`config.mk`:
```
export PLATFORM = sky130hd
export DESIGN_NAME = multicycle_control_unit
export DESIGN_NICKNAME = d
export VERILOG_FILES = /design/src/rtl/ctrl_pkg.sv /design/src/rtl/mem_wait_timer.sv /design/src/rtl/multicycle_control_unit.sv
export SDC_FILE = /design/constraint.sdc
export NUM_CORES = 1
export LEC_CHECK = 0
export ABC_AREA = 1
export CAP_MARGIN = 20
export CELL_PAD_IN_SITES_DETAIL_PLACEMENT = 2
export CELL_PAD_IN_SITES_GLOBAL_PLACEMENT = 2
export CORE_MARGIN = 1
export CORE_UTILIZATION = 29
export CTS_BUF_LIST = sky130_fd_sc_hd__clkbuf_8
export CTS_CLUSTER_SIZE = 8
export DETAILED_ROUTE_END_ITERATION = 10
export HOLD_SLACK_MARGIN = 0.1
export PLACE_DENSITY = 0.95
export SLEW_MARGIN = 20
export SYNTH_ARGS = -nofsm -noshare
export SYNTH_HDL_FRONTEND = slang
export SYNTH_SLANG_ARGS = --single-unit
```
`constraint.sdc`:
```
create_clock -name clk -period 4.35 [get_ports clk]
set_input_delay 0.435 -clock clk [delete_from_list [all_inputs] [get_ports clk]]
set_output_delay 0.435 -clock clk [all_outputs]
set_load 0.05 [all_outputs]
```
`src/rtl/ctrl_pkg.sv`:
```
// Shared types and encodings for the multi-cycle control unit: state enum,
// decoded instruction classes, opcode values and datapath select codes.
package ctrl_pkg;

  typedef enum logic [2:0] {
    ST_RST,
    ST_FETCH,
    ST_DECODE,
    ST_EXEC,
    ST_MEM,
    ST_WB,
    ST_HALT,
    ST_ERR
  } state_e;

  // Opcodes are reduced to a class once in DECODE so later states never look at the IR.
  typedef enum logic [3:0] {
    CL_ALU_RR,
    CL_ALU_IMM,
    CL_LD,
    CL_ST,
    CL_BR,
    CL_JMP,
    CL_JAL,
    CL_HLT,
    CL_ILL
  } op_class_e;

  localparam int unsigned OP_ALU_RR  = 0;
  localparam int unsigned OP_ALU_IMM = 1;
  localparam int unsigned OP_LD      = 2;
  localparam int unsigned OP_ST      = 3;
  localparam int unsigned OP_BR      = 4;
  localparam int unsigned OP_JMP     = 5;
  localparam int unsigned OP_JAL     = 6;

  localparam logic [1:0] ALUIN_REG = 2'b00;
  localparam logic [1:0] ALUIN_IMM = 2'b01;
  localparam logic [1:0] ALUIN_PC  = 2'b10;

  localparam logic [2:0] ALUOP_ADD = 3'b000;

endpackage

```
`src/rtl/mem_wait_timer.sv`:
```
// Counts consecutive wait cycles of the shared memory port and flags a bus
// timeout; a ready arriving in the cycle the limit is reached still completes.
module mem_wait_timer #(
  parameter int MEM_TIMEOUT = 15
) (
  input  logic clk,
  input  logic reset,
  input  logic active,
  input  logic ready,
  output logic expired
);

  generate
    if (MEM_TIMEOUT == 0) begin : g_off
      assign expired = 1'b0;
    end else begin : g_on
      localparam int CW = $clog2(MEM_TIMEOUT + 1);
      logic [CW-1:0] count;

      // NOTE: sequential state is updated with <= so every flop samples the
      // pre-edge values of its inputs, independent of block ordering.
      always_ff @(posedge clk) begin
        if (reset || !active || ready) begin
          count <= '0;
        end else if (count != CW'(MEM_TIMEOUT)) begin
          count <= count + CW'(1);
        end
      end

      assign expired = active && !ready && (count == CW'(MEM_TIMEOUT));
    end
  endgenerate

endmodule

```
`src/rtl/multicycle_control_unit.sv`:
```
// Multi-cycle processor control: FETCH/DECODE/EXEC/MEM/WB sequencing over one
// shared memory port with req/ready handshake, bus timeout and retire counter.
module multicycle_control_unit
  import ctrl_pkg::*;
#(
  parameter int OPCODE_W    = 6,
  parameter int FUNCT_W     = 3,
  parameter int MEM_TIMEOUT = 15,
  parameter int CNT_W       = 32
) (
  input  logic                clk,
  input  logic                reset,
  input  logic [OPCODE_W-1:0] opcode,
  input  logic [FUNCT_W-1:0]  funct,
  input  logic                mem_ready,
  output logic                mem_req,
  output logic                AdSel,
  output logic                MemRead,
  output logic                MemWrite,
  output logic                ir_write,
  output logic                pc_write,
  output logic                unconditional,
  output logic [2:0]          conditional,
  output logic [2:0]          ALUop,
  output logic [1:0]          ALUinSel,
  output logic                RegWrite,
  output logic                RegSelect,
  output logic                MemtoReg,
  output logic                DataPCSel,
  output logic                halt,
  output logic                bus_err,
  output logic                illegal,
  output logic [CNT_W-1:0]    retired
);

  state_e             state, state_nxt;
  op_class_e          cls_dec, cls_q;
  logic [FUNCT_W-1:0] funct_q;
  logic               retire;
  logic               expired;

  mem_wait_timer #(.MEM_TIMEOUT(MEM_TIMEOUT)) u_timer (
    .clk     (clk),
    .reset   (reset),
    .active  (mem_req),
    .ready   (mem_ready),
    .expired (expired)
  );

  // NOTE: every variable written in an always_comb gets a default first, so
  // no path leaves it unassigned and no latch is inferred.
  always_comb begin
    cls_dec = CL_ILL;
    if (opcode == '1) begin
      cls_dec = CL_HLT;
    end else begin
      case (opcode)
        OPCODE_W'(OP_ALU_RR):  cls_dec = CL_ALU_RR;
        OPCODE_W'(OP_ALU_IMM): cls_dec = CL_ALU_IMM;
        OPCODE_W'(OP_LD):      cls_dec = CL_LD;
        OPCODE_W'(OP_ST):      cls_dec = CL_ST;
        OPCODE_W'(OP_BR):      cls_dec = CL_BR;
        OPCODE_W'(OP_JMP):     cls_dec = CL_JMP;
        OPCODE_W'(OP_JAL):     cls_dec = CL_JAL;
        default:               cls_dec = CL_ILL;
      endcase
    end
  end

  always_ff @(posedge clk) begin
    if (reset) begin
      state <= ST_RST;
    end else begin
      state <= state_nxt;
    end
  end

  always_ff @(posedge clk) begin
    if (reset) begin
      cls_q   <= CL_ILL;
      funct_q <= '0;
    end else if (state == ST_DECODE) begin
      cls_q   <= cls_dec;
      funct_q <= funct;
    end
  end

  always_ff @(posedge clk) begin
    if (reset) begin
      retired <= '0;
    end else if (retire) begin
      retired <= retired + CNT_W'(1);
    end
  end

  // retire marks the completing state of each instruction; it takes effect on the exit edge.
  always_comb begin
    state_nxt = state;
    retire    = 1'b0;
    case (state)
      ST_RST:   state_nxt = ST_FETCH;
      ST_FETCH: begin
        if (mem_ready)    state_nxt = ST_DECODE;
        else if (expired) state_nxt = ST_ERR;
      end
      ST_DECODE: begin
        if (cls_dec == CL_HLT) begin
          state_nxt = ST_HALT;
        end else if (cls_dec == CL_ILL) begin
          state_nxt = ST_FETCH;
          retire    = 1'b1;
        end else begin
          state_nxt = ST_EXEC;
        end
      end
      ST_EXEC: begin
        case (cls_q)
          CL_ALU_RR, CL_ALU_IMM: state_nxt = ST_WB;
          CL_LD, CL_ST:          state_nxt = ST_MEM;
          default: begin
            state_nxt = ST_FETCH;
            retire    = 1'b1;
          end
        endcase
      end
      ST_MEM: begin
        if (mem_ready) begin
          if (cls_q == CL_LD) begin
            state_nxt = ST_WB;
          end else begin
            state_nxt = ST_FETCH;
            retire    = 1'b1;
          end
        end else if (expired) begin
          state_nxt = ST_ERR;
        end
      end
      ST_WB: begin
        state_nxt = ST_FETCH;
        retire    = 1'b1;
      end
      ST_HALT:  state_nxt = ST_HALT;
      ST_ERR:   state_nxt = ST_ERR;
      default:  state_nxt = ST_RST;
    endcase
  end

  always_comb begin
    mem_req       = 1'b0;
    AdSel         = 1'b0;
    MemRead       = 1'b0;
    MemWrite      = 1'b0;
    ir_write      = 1'b0;
    pc_write      = 1'b0;
    unconditional = 1'b0;
    conditional   = 3'b000;
    ALUop         = 3'b000;
    ALUinSel      = ALUIN_REG;
    RegWrite      = 1'b0;
    RegSelect     = 1'b0;
    MemtoReg      = 1'b0;
    DataPCSel     = 1'b0;
    halt          = 1'b0;
    bus_err       = 1'b0;
    illegal       = 1'b0;
    case (state)
      ST_FETCH: begin
        mem_req  = 1'b1;
        MemRead  = 1'b1;
        ir_write = mem_ready;
        pc_write = mem_ready;
      end
      // The IR already holds the new word here, so the illegal pulse decodes it live.
      ST_DECODE: illegal = (cls_dec == CL_ILL);
      ST_EXEC: begin
        case (cls_q)
          CL_ALU_RR:  ALUop = 3'(funct_q);
          CL_ALU_IMM: begin
            ALUop    = 3'(funct_q);
            ALUinSel = ALUIN_IMM;
          end
          CL_LD, CL_ST: begin
            ALUop    = ALUOP_ADD;
            ALUinSel = ALUIN_IMM;
          end
          CL_BR:  conditional   = 3'(funct_q);
          CL_JMP: unconditional = 1'b1;
          CL_JAL: begin
            unconditional = 1'b1;
            RegWrite      = 1'b1;
            DataPCSel     = 1'b1;
          end
          default: ;
        endcase
      end
      ST_MEM: begin
        mem_req  = 1'b1;
        AdSel    = 1'b1;
        MemRead  = (cls_q == CL_LD);
        MemWrite = (cls_q == CL_ST);
      end
      ST_WB: begin
        RegWrite  = 1'b1;
        MemtoReg  = (cls_q == CL_LD);
        RegSelect = (cls_q == CL_ALU_RR);
      end
      ST_HALT: halt    = 1'b1;
      ST_ERR:  bus_err = 1'b1;
      default: ;
    endcase
  end

endmodule

```
==> results by group <==
Final layout
  • Final nets: approximately 570
  • Fill cell count: 1226
  • Most frequent cells in the layout: 162 x nand2_1, 77 x nor2_1, 64 x clkdlybuf4s50_1, 62 x nand3_1, 46 x dfxtp_1
  • Layout area overhead: 27.3%
  • Layout Cells excl Fill: around 690
  • Most common cell after layout, fill and taps aside: nand2_1
  • Fraction of layout cells with a size suffix above 1: 0.0304
  • Antenna diodes: 0

Synthesis
  • Top-area cell type share of the netlist area: 0.310
  • Largest family of logic cells by synthesized area: simple AND/OR/NAND/NOR gates
  • Synth area leader: dfxtp_1
  • Xor/xnor share of the synthesized area: 0.0442
  • YS warnings: 0
  • Post-Synthesis Cells: slightly above 500
  • Synth unique cells: 27
  • Synth area leaders: dfxtp_1 31%, nand2_1 20%, nand3_1 10%
  • Async set-reset flop share out of synthesis: 0
  • Synth Flop Type: dfxtp_1
  • Net Count, Synth: roughly 520
  • Sequential share of the synthesized area: 0.310
  • EDFF count, synth: 0
  • Mux cell area share after synthesis: 0
  • #FFs+latches synth: 46
  • Avg Inst Size Synth: ~6 um^2
  • Simple-gate area share of the yosys netlist: 0.449
  • Adder-Cell Fraction of Synth Area: 0.00843
  • Compound-Gate Fraction of Synth Area: 0.0973
  • Cell Area, Synth: just under 3000 um^2

Route
  • WL final: between 10000 and 15000 um
  • Total number of vias: roughly 3500
  • Met3 routed WL: roughly 290 um
  • Top Layer Used: met4
  • Via density: 5.09
  • DRT iter0 DRCs: 105
  • Antenna Nets Post-Route: 0
  • Routed len/inst: roughly 17 um
  • Drt drc: 0
  • Detailed Routing Iterations Pass 1: 4
  • Wl on met1: 5270 um
  • Met2 Routed Length: approximately 5700 um

Placed design
  • Place WS: 1.11 ns
  • DP Wirelength: approximately 8400 um
  • GPL Wtd Cong: between 0.8 and 0.9
  • Placed instance count: 685
  • Port buffer count: 64

STA
  • Post-route setup slack: approximately 1.1 ns
  • Tmin final: about 3.2 ns
  • Hold slack final: 0.492 ns
  • Fin. Hold Viols: 0
  • Clock skew: about 0.0080 ns
  • Unrepaired setup endpoints after global routing: no
  • Post-route setup TNS: 0 ns
  • Least-Margin Pin Slew: 0.680 ns
  • # setup viols final: 0
  • Slew Viols, Final: 0
  • Max_slew headroom: 0.545
  • Period utilisation layout: 0.741
  • Fmax: 0.310 GHz

Worst setup path
  • CP max stage delay: approximately 0.8 ns
  • Crit-path slowest cell: clkdlybuf4s50_1
  • Startpoint types: input port
  • Critical path type: input port to primary output
  • Critical-path cell list: clkdlybuf4s50_1 > nand2_1 > nor2_1 > nand2_1 > nand4_4 > inv_1 > clkdlybuf4s50_1
  • Worst Path Max Fanout: 33
  • Arrival time at the worst endpoint: 2.79 ns
  • Crit end category: primary output
  • CP required: slightly below 4 ns
  • Slack of the worst reg-to-reg path: ~1.7 ns

Power and ir drop
  • PD cells: 209 nW/um^2
  • LEAKAGE: about 0.0013 uW
  • Peak VDD IR: ~0.00009 V

Clock tree
  • CTS Buffer Depth: 2
  • CTS-repair resized insts: 0
  • Hold Buf Count CTS: 0
  • CTS Buf Count: 5
  • CTS root buffer: clkbuf_8
  • H-tree Lvls: 2
  • CTS sink cnt: 46
  • Clock transition at path regs: about 0.09 ns
  • Postcts setup bufs: 0
  • Worst skew pair latency: 0.32 ns
  • CTS tree: done

Floorplanning
  • Full die area: 10600 um^2
  • I/O pin cnt: 66
  • Core Area: 9860 um^2
  • Row count: 36
  • Die W: approximately 100 um
  • Initial Util: 0.301
  • Die height: a little over 100 um

Global routing
  • Total congestion overflow: 0
  • Vias in the first global route: about 3700
  • Largest net degree at the start of global routing: 34
  • First-pass GRT wire length: 18700 um
  • GRT Total Usage: 0.228
  • Initial antenna violation count: 0

Job
  • Max-Cap Viols: 0

Outcome
  • Outcome: finished, final reports clean

Worst hold path
  • Hold crit path type: flop to flop
worst max-delay path: cells and delay by family:
kind	cells	cell delay, ns
buffers and inverters	3	1.46
and+or+nand+nor	4	0.88
flip-flops by register name, summed over array words and instances (netlist names):
register and count:
cls_q 4, funct_q 3, retired 32, state 3
u_timer.g_on.count 4
where the power goes:
group	switching, uW	internal (uW)
logic	58.7	26.7
registers	6.22	425
clock network	163	109
total	228	561
path summary, 6_finish.rpt:
kind                                               from                       to  depth (start not counted)
worst min register to register  funct_q[1]$_SDFFE_PP0P_  funct_q[1]$_SDFFE_PP0P_                          2
worst min-delay path            funct_q[1]$_SDFFE_PP0P_  funct_q[1]$_SDFFE_PP0P_                          2
worst max register to register      state[2]$_SDFF_PP0_  retired[0]$_SDFFE_PP0P_                          8
worst max-delay path                          opcode[3]                  illegal                          7
synthesized netlist by cell type (3+ instances only):
| library cell | instances |
|---|---|
| nand3_1 | 62 |
| o21ai_0 | 11 |
| a21oi_1 | 38 |
| inv_1 | 45 |
| nand2_1 | 162 |
| clkbuf_1 | 7 |
| nor2_1 | 77 |
| dfxtp_1 | 46 |
| nor3_1 | 10 |
| o211ai_1 | 3 |
| buf_4 | 5 |
| buf_2 | 5 |
| xnor2_1 | 5 |
| xor2_1 | 10 |
metrics by stage:
step | utilization | power (uW) | instance area [um^2]
2_1_floorplan | - | 495 | 2970
3_3_place_gp | 0.375 | 522 | 3700
3_5_place_dp | 0.375 | 526 | 3700
4_1_cts | 0.383 | 793 | 3780
5_1_grt | 0.383 | 815 | 3780
6_report | 0.383 | 789 | 3780
kinds of logic after synthesis:
family / Yosys count
compound gates: 55
simple gates: 320
xor+xnor: 15
flops: 46
buf+inv: 64
other cells: 1
fa+ha+maj: 2
cell type report:
class                   count  area, um^2  share of cell area
repair buffers             66         656               0.173
well taps                 133         166              0.0440
clock inverters             2        10.0             0.00265
inverters                  47         176              0.0467
clock buffers               5        68.8              0.0182
flip-flops and latches     46         921               0.244
multi-input cells         393        1780               0.472
metal layers:
| metal | vias up | global-route usage |
|---|---|---|
| met5 | - | 0 |
| met4 | 0 | 0.0618 |
| met3 | 16 | 0.0289 |
| met2 | 61 | 0.413 |
| met1 | 1739 | 0.284 |
| li1 | 1709 | - |
Note: power is estimated with default switching activity, not from simulation.
